$ cat src/rtl/range_image_reader.sv
// range_image_reader: streams a packed 16-bit range image (four pixels per 64-bit EXT word) in raster order.
// Build macro RIR_ZERO_SKIP_EN: zero-range pixels are not presented but still advance x/y.
module range_image_reader #(
    parameter int IMG_WIDTH  = 2048,
    parameter int IMG_HEIGHT = 64
) (
    input  logic        i_SYSTEM_clk,
    input  logic        i_SYSTEM_rst,
    input  logic        i_start,
    input  logic [31:0] i_baseAddress,
    output logic [31:0] EXT_MEM_readAddress,
    output logic        EXT_MEM_initReadTxn,
    input  logic [63:0] EXT_MEM_readPayload,
    input  logic        EXT_MEM_readTxnDone,
    input  logic        EXT_MEM_error,
    output logic        o_valid,
    input  logic        i_ready,
    output logic [15:0] o_range,
    output logic [15:0] o_x,
    output logic [7:0]  o_y,
    output logic        o_last,
    output logic        o_busy,
    output logic        o_done,
    output logic        o_error,
    output logic [2:0]  o_dbg_state
);
    localparam int NWORDS = IMG_WIDTH * IMG_HEIGHT / 4;
    localparam int WIDX_W = (NWORDS > 1) ? $clog2(NWORDS) : 1;
    localparam logic [WIDX_W-1:0] LAST_WORD = WIDX_W'(NWORDS - 1);
    localparam logic [15:0] X_MAX = 16'(IMG_WIDTH - 1);
    localparam logic [7:0]  Y_MAX = 8'(IMG_HEIGHT - 1);
`ifdef RIR_ZERO_SKIP_EN
    localparam logic ZERO_SKIP = 1'b1;
`else
    localparam logic ZERO_SKIP = 1'b0;
`endif

    typedef enum logic [2:0] {S_IDLE, S_REQ, S_WAIT, S_DRAIN, S_DONE} state_t;

    state_t            state_q, state_d;
    logic [31:0]       base_q, base_d;
    logic [31:0]       addr_q, addr_d;
    logic [WIDX_W-1:0] widx_q, widx_d;
    logic [WIDX_W-1:0] widx_inc;
    logic [1:0]        lane_q, lane_d;
    logic [1:0]        lane_nx;
    logic [15:0]       x_q, x_d;
    logic [7:0]        y_q, y_d;
    logic [63:0]       buf_q, buf_d;
    logic              txn_q, txn_d;
    logic              valid_q, valid_d;
    logic              done_q, done_d;
    logic              err_q, err_d;

    function automatic logic lane_present(input logic [15:0] r);
        return !ZERO_SKIP || (r != 16'd0);
    endfunction

    assign widx_inc = widx_q + 1'b1;
    assign lane_nx  = lane_q + 2'd1;

    // Handshake: a pixel moves on a rising edge with o_valid=1 and i_ready=1; while o_valid=1
    // and i_ready=0 the pixel fields hold. A skipped (invalid) lane advances unconditionally.
    always_comb begin
        state_d = state_q;
        base_d  = base_q;
        addr_d  = addr_q;
        widx_d  = widx_q;
        lane_d  = lane_q;
        x_d     = x_q;
        y_d     = y_q;
        buf_d   = buf_q;
        txn_d   = 1'b0;
        valid_d = valid_q;
        done_d  = 1'b0;
        err_d   = err_q;
        case (state_q)
            S_IDLE: begin
                if (i_start) begin
                    base_d  = i_baseAddress & ~32'h7;
                    addr_d  = i_baseAddress & ~32'h7;
                    widx_d  = '0;
                    x_d     = '0;
                    y_d     = '0;
                    err_d   = 1'b0;
                    txn_d   = 1'b1;
                    state_d = S_REQ;
                end
            end
            S_REQ: state_d = S_WAIT;
            S_WAIT: begin
                if (EXT_MEM_error) begin
                    err_d   = 1'b1;
                    state_d = S_IDLE;
                end else if (EXT_MEM_readTxnDone) begin
                    buf_d   = EXT_MEM_readPayload;
                    lane_d  = 2'd0;
                    valid_d = lane_present(EXT_MEM_readPayload[15:0]);
                    state_d = S_DRAIN;
                end
            end
            S_DRAIN: begin
                if (!valid_q || i_ready) begin
                    if (x_q == X_MAX) begin
                        x_d = '0;
                        y_d = (y_q == Y_MAX) ? 8'd0 : y_q + 8'd1;
                    end else begin
                        x_d = x_q + 16'd1;
                    end
                    lane_d = lane_nx;
                    if (lane_q == 2'd3) begin
                        valid_d = 1'b0;
                        if (widx_q == LAST_WORD) begin
                            done_d  = 1'b1;
                            state_d = S_DONE;
                        end else begin
                            widx_d  = widx_inc;
                            addr_d  = base_q + (32'(widx_inc) << 3);
                            txn_d   = 1'b1;
                            state_d = S_REQ;
                        end
                    end else begin
                        valid_d = lane_present(buf_q[{lane_nx, 4'b0000} +: 16]);
                    end
                end
            end
            S_DONE: state_d = S_IDLE;
            default: state_d = S_IDLE;
        endcase
    end

    always_ff @(posedge i_SYSTEM_clk or negedge i_SYSTEM_rst) begin
        if (!i_SYSTEM_rst) begin
            state_q <= S_IDLE;
            base_q  <= '0;
            addr_q  <= '0;
            widx_q  <= '0;
            lane_q  <= '0;
            x_q     <= '0;
            y_q     <= '0;
            buf_q   <= '0;
            txn_q   <= 1'b0;
            valid_q <= 1'b0;
            done_q  <= 1'b0;
            err_q   <= 1'b0;
        end else begin
            state_q <= state_d;
            base_q  <= base_d;
            addr_q  <= addr_d;
            widx_q  <= widx_d;
            lane_q  <= lane_d;
            x_q     <= x_d;
            y_q     <= y_d;
            buf_q   <= buf_d;
            txn_q   <= txn_d;
            valid_q <= valid_d;
            done_q  <= done_d;
            err_q   <= err_d;
        end
    end

    assign EXT_MEM_readAddress = addr_q;
    assign EXT_MEM_initReadTxn = txn_q;
    assign o_valid     = valid_q;
    assign o_range     = buf_q[{lane_q, 4'b0000} +: 16];
    assign o_x         = x_q;
    assign o_y         = y_q;
    assign o_last      = valid_q && (x_q == X_MAX) && (y_q == Y_MAX);
    assign o_busy      = (state_q != S_IDLE);
    assign o_done      = done_q;
    assign o_error     = err_q;
    assign o_dbg_state = state_q;

endmodule
$ cat config.mk
export PLATFORM = sky130hd
export DESIGN_NAME = range_image_reader
export DESIGN_NICKNAME = d
export VERILOG_FILES = /design/src/rtl/range_image_reader.sv
export SDC_FILE = /design/constraint.sdc
export NUM_CORES = 1
export LEC_CHECK = 0
export CORE_MARGIN = 1
export CORE_UTILIZATION = 25
export CTS_CLUSTER_SIZE = 14
export DETAILED_ROUTE_END_ITERATION = 10
export HOLD_SLACK_MARGIN = 0.05
export PLACE_DENSITY = 0.53
export SLEW_MARGIN = 5
export SYNTH_ARGS = -nofsm -noshare
export SYNTH_HDL_FRONTEND = slang
export SYNTH_SLANG_ARGS = --single-unit
export TNS_END_PERCENT = 30
$ cat constraint.sdc
create_clock -name i_SYSTEM_clk -period 2.8 [get_ports i_SYSTEM_clk]
set_input_delay 0.56 -clock i_SYSTEM_clk [delete_from_list [all_inputs] [get_ports i_SYSTEM_clk]]
set_output_delay 0.56 -clock i_SYSTEM_clk [all_outputs]
set_load 0.1 [all_outputs]
==> results of run 1 <==
[cells in the mapped netlist, types with 5 or more instances]
cell type / n / share of area [%]
dfrtp_1: 170 / 48
nand2_1: 160 / 6.8
mux2_2: 64 / 8.2
nor2_1: 50 / 2.1
a21oi_1: 38 / 2.2
o21ai_0: 37 / 2.1
nand3_1: 31 / 1.8
clkbuf_1: 26 / 1.1
xor2_1: 21 / 2.1
ha_1: 20 / 2.9
xnor2_1: 20 / 2.0
mux4_2: 16 / 4.1
and3_1: 15 / 1.1
o21ai_1: 15 / 0.86
a31oi_1: 13 / 0.93
buf_2: 13 / 0.74
a22oi_1: 11 / 0.94
and4_1: 9 / 0.90
a21o_1: 8 / 0.68
nand4_1: 8 / 0.57
o31ai_1: 8 / 0.68
inv_1: 7 / 0.30
and2_1: 6 / 0.43
nand2b_1: 6 / 0.43
buf_4: 5 / 0.43
o211ai_1: 5 / 0.43
[cells in the final DEF (no fill, tap or decap), types with 15 or more instances in the layout]
cell and count:
a21oi_1 25, buf_12 21, buf_4 163, clkbuf_16 17, clkdlybuf4s50_1 97, dfrtp_1 165, mux2_2 64, mux4_2 16
nand2_1 157, nand3_1 27, nor2_1 45, o21ai_0 30, o21ai_1 21, xnor2_1 15, xor2_1 16
[routing by layer]
| layer | vias up | wire length (um) | GRT usage, % |
|---|---|---|---|
| met1 | 3598 | 12080 | 20.25 |
| met3 | 17 | 1319 | 4.022 |
| li1 | 3528 | - | - |
| met4 | 2 | 318 | 4.311 |
| met2 | 134 | 12350 | 23.06 |
| met5 | - | 9 | 0 |
[through the flow]
step / worst slack (ns) / total power, mW / utilization, %
final: -0.05750 / 15.93 / 37.49
after global routing: -0.1690 / 16.75 / 37.48
after CTS: -0.06029 / 15.98 / 36.70
after detailed placement: -0.2740 / 13.16 / 33.70
after global placement: -0.2430 / 13.10 / 33.70
after floorplan: -0.06596 / 10.26 / -
[critical path, delay by kind of cell, from the launching register on]
kind	cells	cell delay, ns
compound gates	5	0.78
xor+xnor	2	0.23
fa+ha+maj	1	0.30
buf+inv	1	0.17
flops	1	0.42
simple gates	5	0.82
[what timing repair did]
item / 4_1_cts / 5_1_grt
setup buffers: 16 / 4
hold endpoints to repair: 0 / 0
pin swaps: 31 / 29
resized for setup: 53 / 39
setup endpoints to repair: 16 / 22
[state kept, by name (all words and copies together) (netlist names)]
register,count
o_valid,1
EXT_MEM_readAddress,29
buf_q,64
EXT_MEM_initReadTxn,1
o_dbg_state,3
o_y,8
o_error,1
base_q,29
widx_q,15
o_done,1
o_x,16
lane_q,2
[power by group]
part	total (mW)	switching, mW	internal, mW	leakage, nW
sequential	4.15	0.726	3.42	2.16
clock	2.58	1.14	1.44	0.304
combinational	9.20	5.97	3.23	3.32
[path summary, 6_finish.rpt]
| path | start | endpoint |
|---|---|---|
| setup / recovery | widx_q[0]$_DFFE_PN0P_ | EXT_MEM_readAddress[29]$_DFFE_PN0P_ |
| hold / removal | i_SYSTEM_rst | buf_q[57]$_DFFE_PN0P_ |
| setup reg to reg | widx_q[0]$_DFFE_PN0P_ | EXT_MEM_readAddress[29]$_DFFE_PN0P_ |
| hold reg to reg | EXT_MEM_readAddress[9]$_DFFE_PN0P_ | EXT_MEM_readAddress[9]$_DFFE_PN0P_ |
| max in group asynchronous | i_SYSTEM_rst | widx_q[1]$_DFFE_PN0P_ |
| min in group i_SYSTEM_clk | EXT_MEM_readAddress[9]$_DFFE_PN0P_ | EXT_MEM_readAddress[9]$_DFFE_PN0P_ |
[cell families after synthesis]
kind of cell | count (synthesis) | synth area share (%)
buffers and inverters | 53 | 2.752
flip-flops | 170 | 48.47
other | 1 | 0.04273
AO/OA/AOI/OAI | 165 | 12.16
AND/OR/NAND/NOR | 314 | 16.85
multiplexers | 82 | 12.55
adder cells (fa/ha/maj) | 21 | 3.080
XOR/XNOR | 41 | 4.092
[layout make-up]
cell class	instances	area share (%)
clock inverter	15	1.575
sequential	170	32.90
multi-input combinational	626	37.05
inverter	8	0.2319
antenna	1	0.01932
clock buffer	17	3.285
tap	455	4.396
timing repair buffer	285	20.54
==> results.py, run 1 <==
metrics = {
    "status": {
        "status": "finished, violations left",
        "violations": "setup timing",
    },
    "run": {
        "drv_cap": 0,
    },
    "floorplan": {
        "initial_core_util_pct": 25.41,
        "fp.dieH_um": 189.4,
        "num_rows": 68,
        "core_um2": 34540,
        "fp.dieW_um": 189.4,
        "dieArea_um2": 35860,
        "ios": 183,
    },
    "critical_path": {
        "crit_arrival_ns": 3.18,
        "cp.required_ns": 3.13,
        "path_cells": "nand2_1 -> nor2_2 -> and3_4 -> and3_4 -> xor2_4 -> ha_4 -> o211ai_1 -> nor2_1 -> o311a_4 -> o2111ai_4 -> buf_12 -> a211oi_4 -> xnor2_1 -> o21ai_1",
        "critical_path.max_stage_delay_ns": 0.42,
        "cpMostUsedCell": "and3_4",
        "worst_setup_path_end_kind": "flop",
        "cp-start-kind": "flop",
        "rr_worst_depth": 14,
        "path_class": "reg2reg",
        "cpMaxStageDelayCell": "dfrtp_1",
        "crit_fanout": 7,
        "reg2reg_slack_ns": -0.06,
    },
    "timing": {
        "period_share_pct": 102.1,
        "setup_viol": 7,
        "max_clock_freq_mhz": 350.0,
        "tightest_slew_ns": 0.5977,
        "setup_tns_ns": -0.1088,
        "hold_violations": 0,
        "hold_slack_ns": 0.09173,
        "worst_clock_skew_ns": 0.01484,
        "slew_headroom_pct": 60.16,
        "rsz0062_at_grt": "true",
        "setup_slack_ns": -0.05750,
        "drv_slew": 0,
        "min_period_ns": 2.857,
    },
    "cts": {
        "cts_tree": "built",
        "clock_path_buffers": 2,
        "clock_latency_ns": 0.45,
        "hold_buffers": 0,
        "cts.sinks": 170,
        "path_clk_slew_ns": 0.08,
        "h-tree-depth": 4,
        "cts_buffers": 17,
        "clockRootBuffer": "clkbuf_16",
    },
    "worst_hold_path": {
        "hp-class": "in2async",
    },
    "logic_synthesis": {
        "synth_cell_type_count": 69,
        "syn_area_um2": 8776,
        "syn_avg_cell_area_um2": 10.36,
        "synth_edf_count": 0,
        "ys_ff_latch": 170,
        "yosysSeqAreaShare_pct": 48.47,
        "synthArstFlopShare_pct": 100.0,
        "ys_warn_count": 0,
        "synth_ff_type": "dfrtp_1",
        "postSynthCellCount": 847,
    },
    "drt": {
        "vias": 7279,
        "antenna_left": 0,
        "drtIter0Drc": 433,
        "drc": 0,
        "via_per_inst": 4.616,
        "wl_um": 26080,
        "dr.pass1.iters": 4,
        "post_drt_wl_per_cell_um": 16.54,
    },
    "finish": {
        "multiInputGateArea_um2": 4798,
        "fin_area_um2": 12950,
        "regArea_um2": 4260,
        "drive_above_1_share_pct": 34.43,
        "area_delta_synth_final_pct": 47.56,
        "num-fill-cells": 3456,
        "nets": 1231,
        "fin_cells": 1577,
    },
    "grt": {
        "grt_start_max_net_pins": 65,
        "grt_pass1_vias": 7253,
        "grt_overflow": 0,
        "grt_pass1_wl_um": 41300,
        "antenna_found_initial": 2,
        "track_usage_pct": 14.90,
    },
    "placed_design": {
        "hpwlAfterDp_um": 18380,
        "portBuffers": 176,
        "placedCellCount": 1524,
        "place_congestion": 0.8029,
        "dpl_cell_area_um2": 11640,
    },
    "power": {
        "ir_worst_vdd_v": 0.0008437,
        "p_leak_nw": 5.788,
        "power_density_nw_per_um2": 1230,
    },
}
Note: power is estimated with default switching activity, not from simulation.
==> inputs of run 2 (changes only) <==
ABC_AREA = 1   (was unset)
PLACE_DENSITY = 0.52   (was 0.53)
==> run 2 against run 1 <==
Effect of this change:
- the run now ends clean
- combinational power is 9.8% lower
- sequential cell count stayed put
- power is 7.8% lower
- clock-buffer cell count is 4 higher
- clock skew is 0.0060 ns lower
- utilization is 1.9 points lower
- register-to-register slack better by 0.06 ns
- global-route usage is 0.29 points higher
- largest cell class unchanged
==> results.py, run 2 <==
metrics = {
    "drt": {
        "dr.pass1.iters": 4,
        "drtIter0Drc": 331,
        "met2_length_um": 13930,
        "wl_met1_um": 13050,
        "wl_um": 28880,
        "via_per_inst": 4.480,
        "highest_layer": "met5",
        "antenna_left": 0,
        "drc": 0,
        "post_drt_wl_per_cell_um": 15.05,
        "vias": 8597,
        "wl_met3_um": 1551,
    },
    "critical_path": {
        "crit_arrival_ns": 3.12,
        "cpMostUsedCell": "a21oi_2",
        "critPathTopFamily": "simple AND/OR/NAND/NOR gates",
        "reg2reg_slack_ns": 0.002,
        "rr_endpoint": "EXT_MEM_readAddress[18]$_DFFE_PN0P_",
        "cp.required_ns": 3.13,
        "r2r-start": "widx_q[1]$_DFFE_PN0P_",
        "critical_path.max_stage_delay_ns": 0.40,
        "cpMaxStageDelayCell": "dfrtp_1",
        "path_class": "reg2reg",
        "critPathBufInv": 3,
        "path_cells": "ha_4 -> nand2_2 -> inv_2 -> nand4_1 -> nor2_4 -> nand4_1 -> xor2_1 -> inv_1 -> ha_4 -> a21oi_2 -> nand2_1 -> a21oi_2 -> buf_4 -> nand3_1 -> a21oi_2 -> o21ai_1",
        "crit_fanout": 5,
        "cp-start-kind": "flop",
        "worst_setup_path_end_kind": "flop",
        "rr_worst_depth": 16,
    },
    "timing": {
        "setup_viol": 0,
        "worst_clock_skew_ns": 0.008856,
        "period_share_pct": 99.91,
        "slew_headroom_pct": 53.40,
        "setup_slack_ns": 0.002408,
        "max_clock_freq_mhz": 357.5,
        "min_period_ns": 2.798,
        "tightest_slew_ns": 0.6990,
        "rsz0062_at_grt": "true",
        "hold_violations": 0,
        "drv_slew": 0,
    },
    "cts": {
        "h-tree-depth": 4,
        "cts.sinks": 170,
        "clock_latency_ns": 0.44,
        "cts_buffers": 17,
        "clock_path_buffers": 2,
        "cts_tree": "built",
        "hold_buffers": 0,
        "clockRootBuffer": "clkbuf_16",
        "path_clk_slew_ns": 0.07,
    },
    "status": {
        "status": "finished clean",
    },
    "floorplan": {
        "fp.dieW_um": 198.2,
        "initial_core_util_pct": 25.49,
        "num_rows": 71,
        "core_um2": 37760,
        "dieArea_um2": 39290,
        "ios": 183,
        "fp.dieH_um": 198.2,
    },
    "finish": {
        "fin_util_pct": 35.60,
        "final_common_cell": "nand2_1",
        "largest_reg_flops": 64,
        "drive_above_1_share_pct": 27.49,
        "nets": 1518,
        "final_cell_mix": "249 x nand2_1, 157 x dfrtp_1, 128 x buf_4",
        "num-fill-cells": 3922,
        "diodes": 0,
        "largest_register": "buf_q",
        "area_delta_synth_final_pct": 39.65,
    },
    "grt": {
        "grt_pass1_wl_um": 46250,
        "antenna_found_initial": 1,
        "grt_pass1_vias": 8566,
        "grt_start_max_net_pins": 74,
        "grt_overflow": 0,
        "track_usage_pct": 15.19,
    },
    "placed_design": {
        "portBuffers": 176,
        "place_congestion": 0.8872,
        "hpwlAfterDp_um": 20610,
        "post-place-ws_ns": -0.1850,
    },
    "logic_synthesis": {
        "synth_most_common_cell": "nand2_1",
        "synthTopCellsByCount": "278 x nand2_1, 170 x dfrtp_1, 123 x inv_1, 123 x nor2_1, 96 x nand3_1",
        "synth_edf_count": 0,
        "syn_avg_cell_area_um2": 8.234,
        "synth_ff_type": "dfrtp_1",
        "ys_warn_count": 0,
        "syn_area_um2": 9625,
        "yosysSeqAreaShare_pct": 44.20,
        "synth_top_area_cell": "dfrtp_1",
        "synth_area_leaders": "dfrtp_1 44%, nand2_1 11%, mux2_2 8.3%",
        "ys_ff_latch": 170,
        "postSynthCellCount": 1169,
        "synth_cell_type_count": 47,
        "synth_top_area_share_pct": 44.20,
        "synthArstFlopShare_pct": 100.0,
    },
    "power": {
        "p_leak_nw": 6.290,
        "power_density_nw_per_um2": 1093,
        "ir_worst_vdd_v": 0.0008034,
    },
    "run": {
        "drv_cap": 0,
    },
    "worst_hold_path": {
        "hp-class": "in2async",
    },
}
## run 2: changes by cell type after synthesis, sizes merged, moves of 17 or more
cell and change:
nand3 +68, nor2 +73, nand2 +124, o22ai +22
inv +121, o21ai +21, xnor2 -17
## run 2: through the flow
| stage | total power [mW] | instance area (um^2) | std cells | TNS [ns] | hold WS (ns) |
|---|---|---|---|---|---|
| floorplan | 9.707 | 9723 | 1171 | -1.527 | 0.2644 |
| global placement | 12.06 | 12340 | 1869 | -0.8412 | 0.4700 |
| finish | 14.69 | 13440 | 1919 | 0 | 0.1304 |
| global route | 15.53 | 13440 | 1919 | -2.739 | 0.1650 |
| CTS | 14.74 | 13190 | 1910 | 0 | 0.1483 |
| detailed placement | 12.12 | 12340 | 1869 | -1.933 | 0.4803 |
## run 2: layer usage
layer | vias to the layer above | track usage [%]
li1 | 4283 | -
met1 | 4136 | 18.93
met2 | 151 | 25.52
met3 | 25 | 4.616
met4 | 2 | 3.503
met5 | - | 0
## run 2: kinds of logic (layout without fill, tap and decap cells)
kind of cell | count (synthesis) | in the layout | synth area share (%)
adder cells (fa/ha/maj) | 21 | 21 | 2.808
buffers and inverters | 173 | 410 | 8.085
AO/OA/AOI/OAI | 158 | 158 | 9.541
multiplexers | 76 | 76 | 8.891
XOR/XNOR | 20 | 20 | 1.820
flip-flops | 170 | 170 | 44.20
other | 1 | 3 | 0.03896
AND/OR/NAND/NOR | 550 | 550 | 24.62
## run 2: area by class of cell
| class | count | area [um^2] | area share (%) |
|---|---|---|---|
| clock buffers | 21 | 470.5 | 3.500 |
| clock inverters | 11 | 113.9 | 0.8471 |
| inverters | 129 | 489.2 | 3.640 |
| multi-input cells | 828 | 5050 | 37.57 |
| flip-flops and latches | 170 | 4275 | 31.81 |
| well taps | 511 | 639.4 | 4.757 |
| repair buffers | 249 | 2404 | 17.88 |
## run 2: how the worst max path moves through the flow
stage                                     start                                   to  slack [ns]  cells after the start
after global routing      widx_q[1]$_DFFE_PN0P_  EXT_MEM_readAddress[31]$_DFFE_PN0P_       -0.19                     19
after global placement    widx_q[0]$_DFFE_PN0P_  EXT_MEM_readAddress[26]$_DFFE_PN0P_       -0.10                     19
after floorplan              o_x[0]$_DFFE_PN0P_                               o_last       -0.22                      9
final                     widx_q[1]$_DFFE_PN0P_  EXT_MEM_readAddress[18]$_DFFE_PN0P_       0.002                     16
after CTS                 widx_q[0]$_DFFE_PN0P_  EXT_MEM_readAddress[19]$_DFFE_PN0P_       0.005                     21
after detailed placement  widx_q[0]$_DFFE_PN0P_  EXT_MEM_readAddress[19]$_DFFE_PN0P_       -0.18                     19
## run 2: worst reg2reg max path, stage by stage (launching register included)
cell and delay (ns):
dfrtp_1 0.40, ha_4 0.16, nand2_2 0.06, inv_2 0.06, nand4_1 0.16, nor2_4 0.17
nand4_1 0.16, xor2_1 0.21, inv_1 0.10, ha_4 0.26, a21oi_2 0.19, nand2_1 0.11
a21oi_2 0.21, buf_4 0.15, nand3_1 0.08, a21oi_2 0.15, o21ai_1 0.07
## run 2: power breakdown
group | leakage, nW | switching [mW] | internal [mW]
combinational | 3.93 | 5.66 | 2.64
sequential | 2.09 | 0.605 | 3.39
clock | 0.270 | 1.08 | 1.31
total | 6.29 | 7.35 | 7.34
## run 2: timing repair
action	CTS	global route
pin swaps	22	16
setup endpoints to repair	17	24
setup buffers	9	9
resized for setup	43	50
==> inputs of run 3 (changes only) <==
PLACE_DENSITY = 0.4   (was 0.52)
clock period = 3.6 ns   (was 2.8 ns; I/O delays follow)
==> run 3 against run 2 <==
Effect of this change:
- via count fell by 4.3%
- sequential share of layout area rose by 2.1 points
- clock power fell by 23%
- critical endpoint is now o_last
- non-clock buffer count fell by 60
- sequential power fell by 23%
- worst hold slack improved by 0.10 ns
- first-iteration DRC count fell by 15%
- clock-buffer cell count fell by 2
==> results.py, run 3 (synthesis gave the netlist of run 2 again) <==
metrics = {
    "status": {
        "status": "finished clean",
    },
    "cts": {
        "clock_path_buffers": 2,
        "clockRootBuffer": "clkbuf_16",
        "ctsResizeCount": 0,
        "path_clk_slew_ns": 0.08,
        "hold_buffers": 0,
        "cts_tree": "built",
        "cts.sinks": 170,
        "cts_setup_buffers": 0,
        "cts_buffers": 17,
        "h-tree-depth": 4,
        "clock_latency_ns": 0.45,
    },
    "drt": {
        "dr.pass1.iters": 5,
        "wl_met3_um": 1667,
        "via_per_inst": 4.428,
        "antenna_left": 0,
        "drc": 0,
        "vias": 8227,
        "post_drt_wl_per_cell_um": 16.08,
        "wl_met1_um": 13200,
        "highest_layer": "met5",
        "met2_length_um": 14610,
        "wl_um": 29870,
        "drtIter0Drc": 281,
    },
    "finish": {
        "area_delta_synth_final_pct": 30.50,
        "largest_reg_flops": 64,
        "final_common_cell": "nand2_1",
        "num-fill-cells": 4018,
        "diodes": 0,
        "largest_register": "buf_q",
        "final_cell_mix": "277 x nand2_1, 168 x dfrtp_1, 141 x clkdlybuf4s50_1",
        "nets": 1458,
        "drive_above_1_share_pct": 13.81,
    },
    "placed_design": {
        "portBuffers": 176,
        "place_congestion": 0.8186,
        "hpwlAfterDp_um": 21170,
    },
    "timing": {
        "slew_headroom_pct": 31.83,
        "hold_violations": 0,
        "min_period_ns": 3.241,
        "setup_tns_ns": 0,
        "tightest_slew_ns": 1.019,
        "period_share_pct": 90.02,
        "max_clock_freq_mhz": 308.6,
        "setup_viol": 0,
        "worst_clock_skew_ns": 0.009785,
        "rsz0062_at_grt": "false",
        "drv_slew": 0,
    },
    "worst_hold_path": {
        "hp-class": "in2async",
    },
    "floorplan": {
        "ios": 183,
        "fp.dieW_um": 198.2,
        "dieArea_um2": 39290,
        "initial_core_util_pct": 25.49,
        "fp.dieH_um": 198.2,
        "num_rows": 71,
        "core_um2": 37760,
    },
    "grt": {
        "grt_start_max_net_pins": 74,
        "grt_pass1_wl_um": 46980,
        "track_usage_pct": 15.75,
        "antenna_found_initial": 2,
        "grt_overflow": 0,
        "grt_pass1_vias": 8432,
    },
    "power": {
        "p_leak_nw": 5.870,
        "switching_share_pct": 50.45,
        "seqPwrFrac_pct": 27.8,
        "power.net_switching_mw": 5.579,
        "share_comb_of_total_power_pct": 55.7,
        "ir_worst_vdd_v": 0.0005050,
        "clkPwrFrac_pct": 16.6,
        "power_density_nw_per_um2": 880.5,
        "total_power_mw": 11.06,
        "p_int_mw": 5.481,
    },
    "critical_path": {
        "critPathTopFamily": "simple AND/OR/NAND/NOR gates",
        "critical_path.max_stage_delay_ns": 0.41,
        "cp-start-kind": "flop",
        "cpMaxStageDelayCell": "dfrtp_2",
        "cp.required_ns": 2.88,
        "worst_setup_path_end_kind": "output port",
        "path_cells": "ha_1 -> nand2_1 -> nor2_4 -> nand2_1 -> nor3b_1 -> nand3_1 -> inv_1 -> nand3_1 -> nor3_4 -> buf_12",
        "crit_fanout": 5,
        "critPathBufInv": 2,
        "crit_arrival_ns": 2.52,
        "path_class": "reg2out",
    },
    "run": {
        "drv_cap": 0,
    },
}
[run 3: changes by cell type in the layout (fill, tap and decap cells not counted), sizes merged]
cell	previous run	this run
buf	152	48
clkdlybuf4s50	97	141
clkinvlp	5	1
inv	131	134
clkbuf	21	19
clkinv	3	5
[run 3: layout make-up]
| cell class | instances | area [um^2] | share of cell area, % |
|---|---|---|---|
| inverters | 129 | 486.7 | 3.875 |
| well taps | 511 | 639.4 | 5.090 |
| flip-flops and latches | 170 | 4257 | 33.89 |
| clock buffers | 19 | 432.9 | 3.447 |
| multi-input cells | 828 | 4614 | 36.74 |
| clock inverters | 12 | 117.6 | 0.9363 |
| repair buffers | 189 | 2013 | 16.03 |
[run 3: path summary, 6_finish.rpt]
| path | start | to | slack (ns) | cells after the start |
|---|---|---|---|---|
| max | o_x[0]$_DFFE_PN0P_ | o_last | 0.36 | 10 |
| min | i_SYSTEM_rst | EXT_MEM_readAddress[5]$_DFFE_PN0P_ | 0.23 | 1 |
| max reg2reg | widx_q[0]$_DFFE_PN0P_ | EXT_MEM_readAddress[22]$_DFFE_PN0P_ | 0.44 | 19 |
| min reg2reg | buf_q[20]$_DFFE_PN0P_ | buf_q[20]$_DFFE_PN0P_ | 0.49 | 1 |
| max in group asynchronous | i_SYSTEM_rst | buf_q[58]$_DFFE_PN0P_ | 2.52 | 2 |
| min in group i_SYSTEM_clk | buf_q[20]$_DFFE_PN0P_ | buf_q[20]$_DFFE_PN0P_ | 0.49 | 1 |
[run 3: routing by layer]
metal | global-route usage [%] | vias up
li1 | - | 4151
met1 | 19.07 | 3923
met2 | 26.72 | 124
met3 | 4.837 | 25
met4 | 4.479 | 4
met5 | 0 | -
[run 3: power by group through the flow]
stage	Combinational [mW]	Clock (mW)	Sequential [mW]
2_1_floorplan	3.12	0	4.40
3_3_place_gp	6.23	0	3.11
3_5_place_dp	6.24	0	3.11
4_1_cts	6.26	1.91	3.09
5_1_grt	6.58	1.98	3.18
6_report	6.16	1.83	3.07
[run 3: stage by stage]
stage | util (%) | instances | hold WS, ns | setup WS (ns) | instance area (um^2)
6_report | 33.27 | 1858 | 0.2331 | 0.3592 | 12560
5_1_grt | 33.27 | 1858 | 0.2614 | 0.07092 | 12560
4_1_cts | 33.27 | 1858 | 0.2412 | 0.3019 | 12560
2_1_floorplan | - | 1171 | 0.4244 | 0.003228 | 9647
3_5_place_dp | 31.81 | 1827 | 0.4800 | 0.4575 | 12010
3_3_place_gp | 31.81 | 1827 | 0.4710 | 0.4558 | 12010
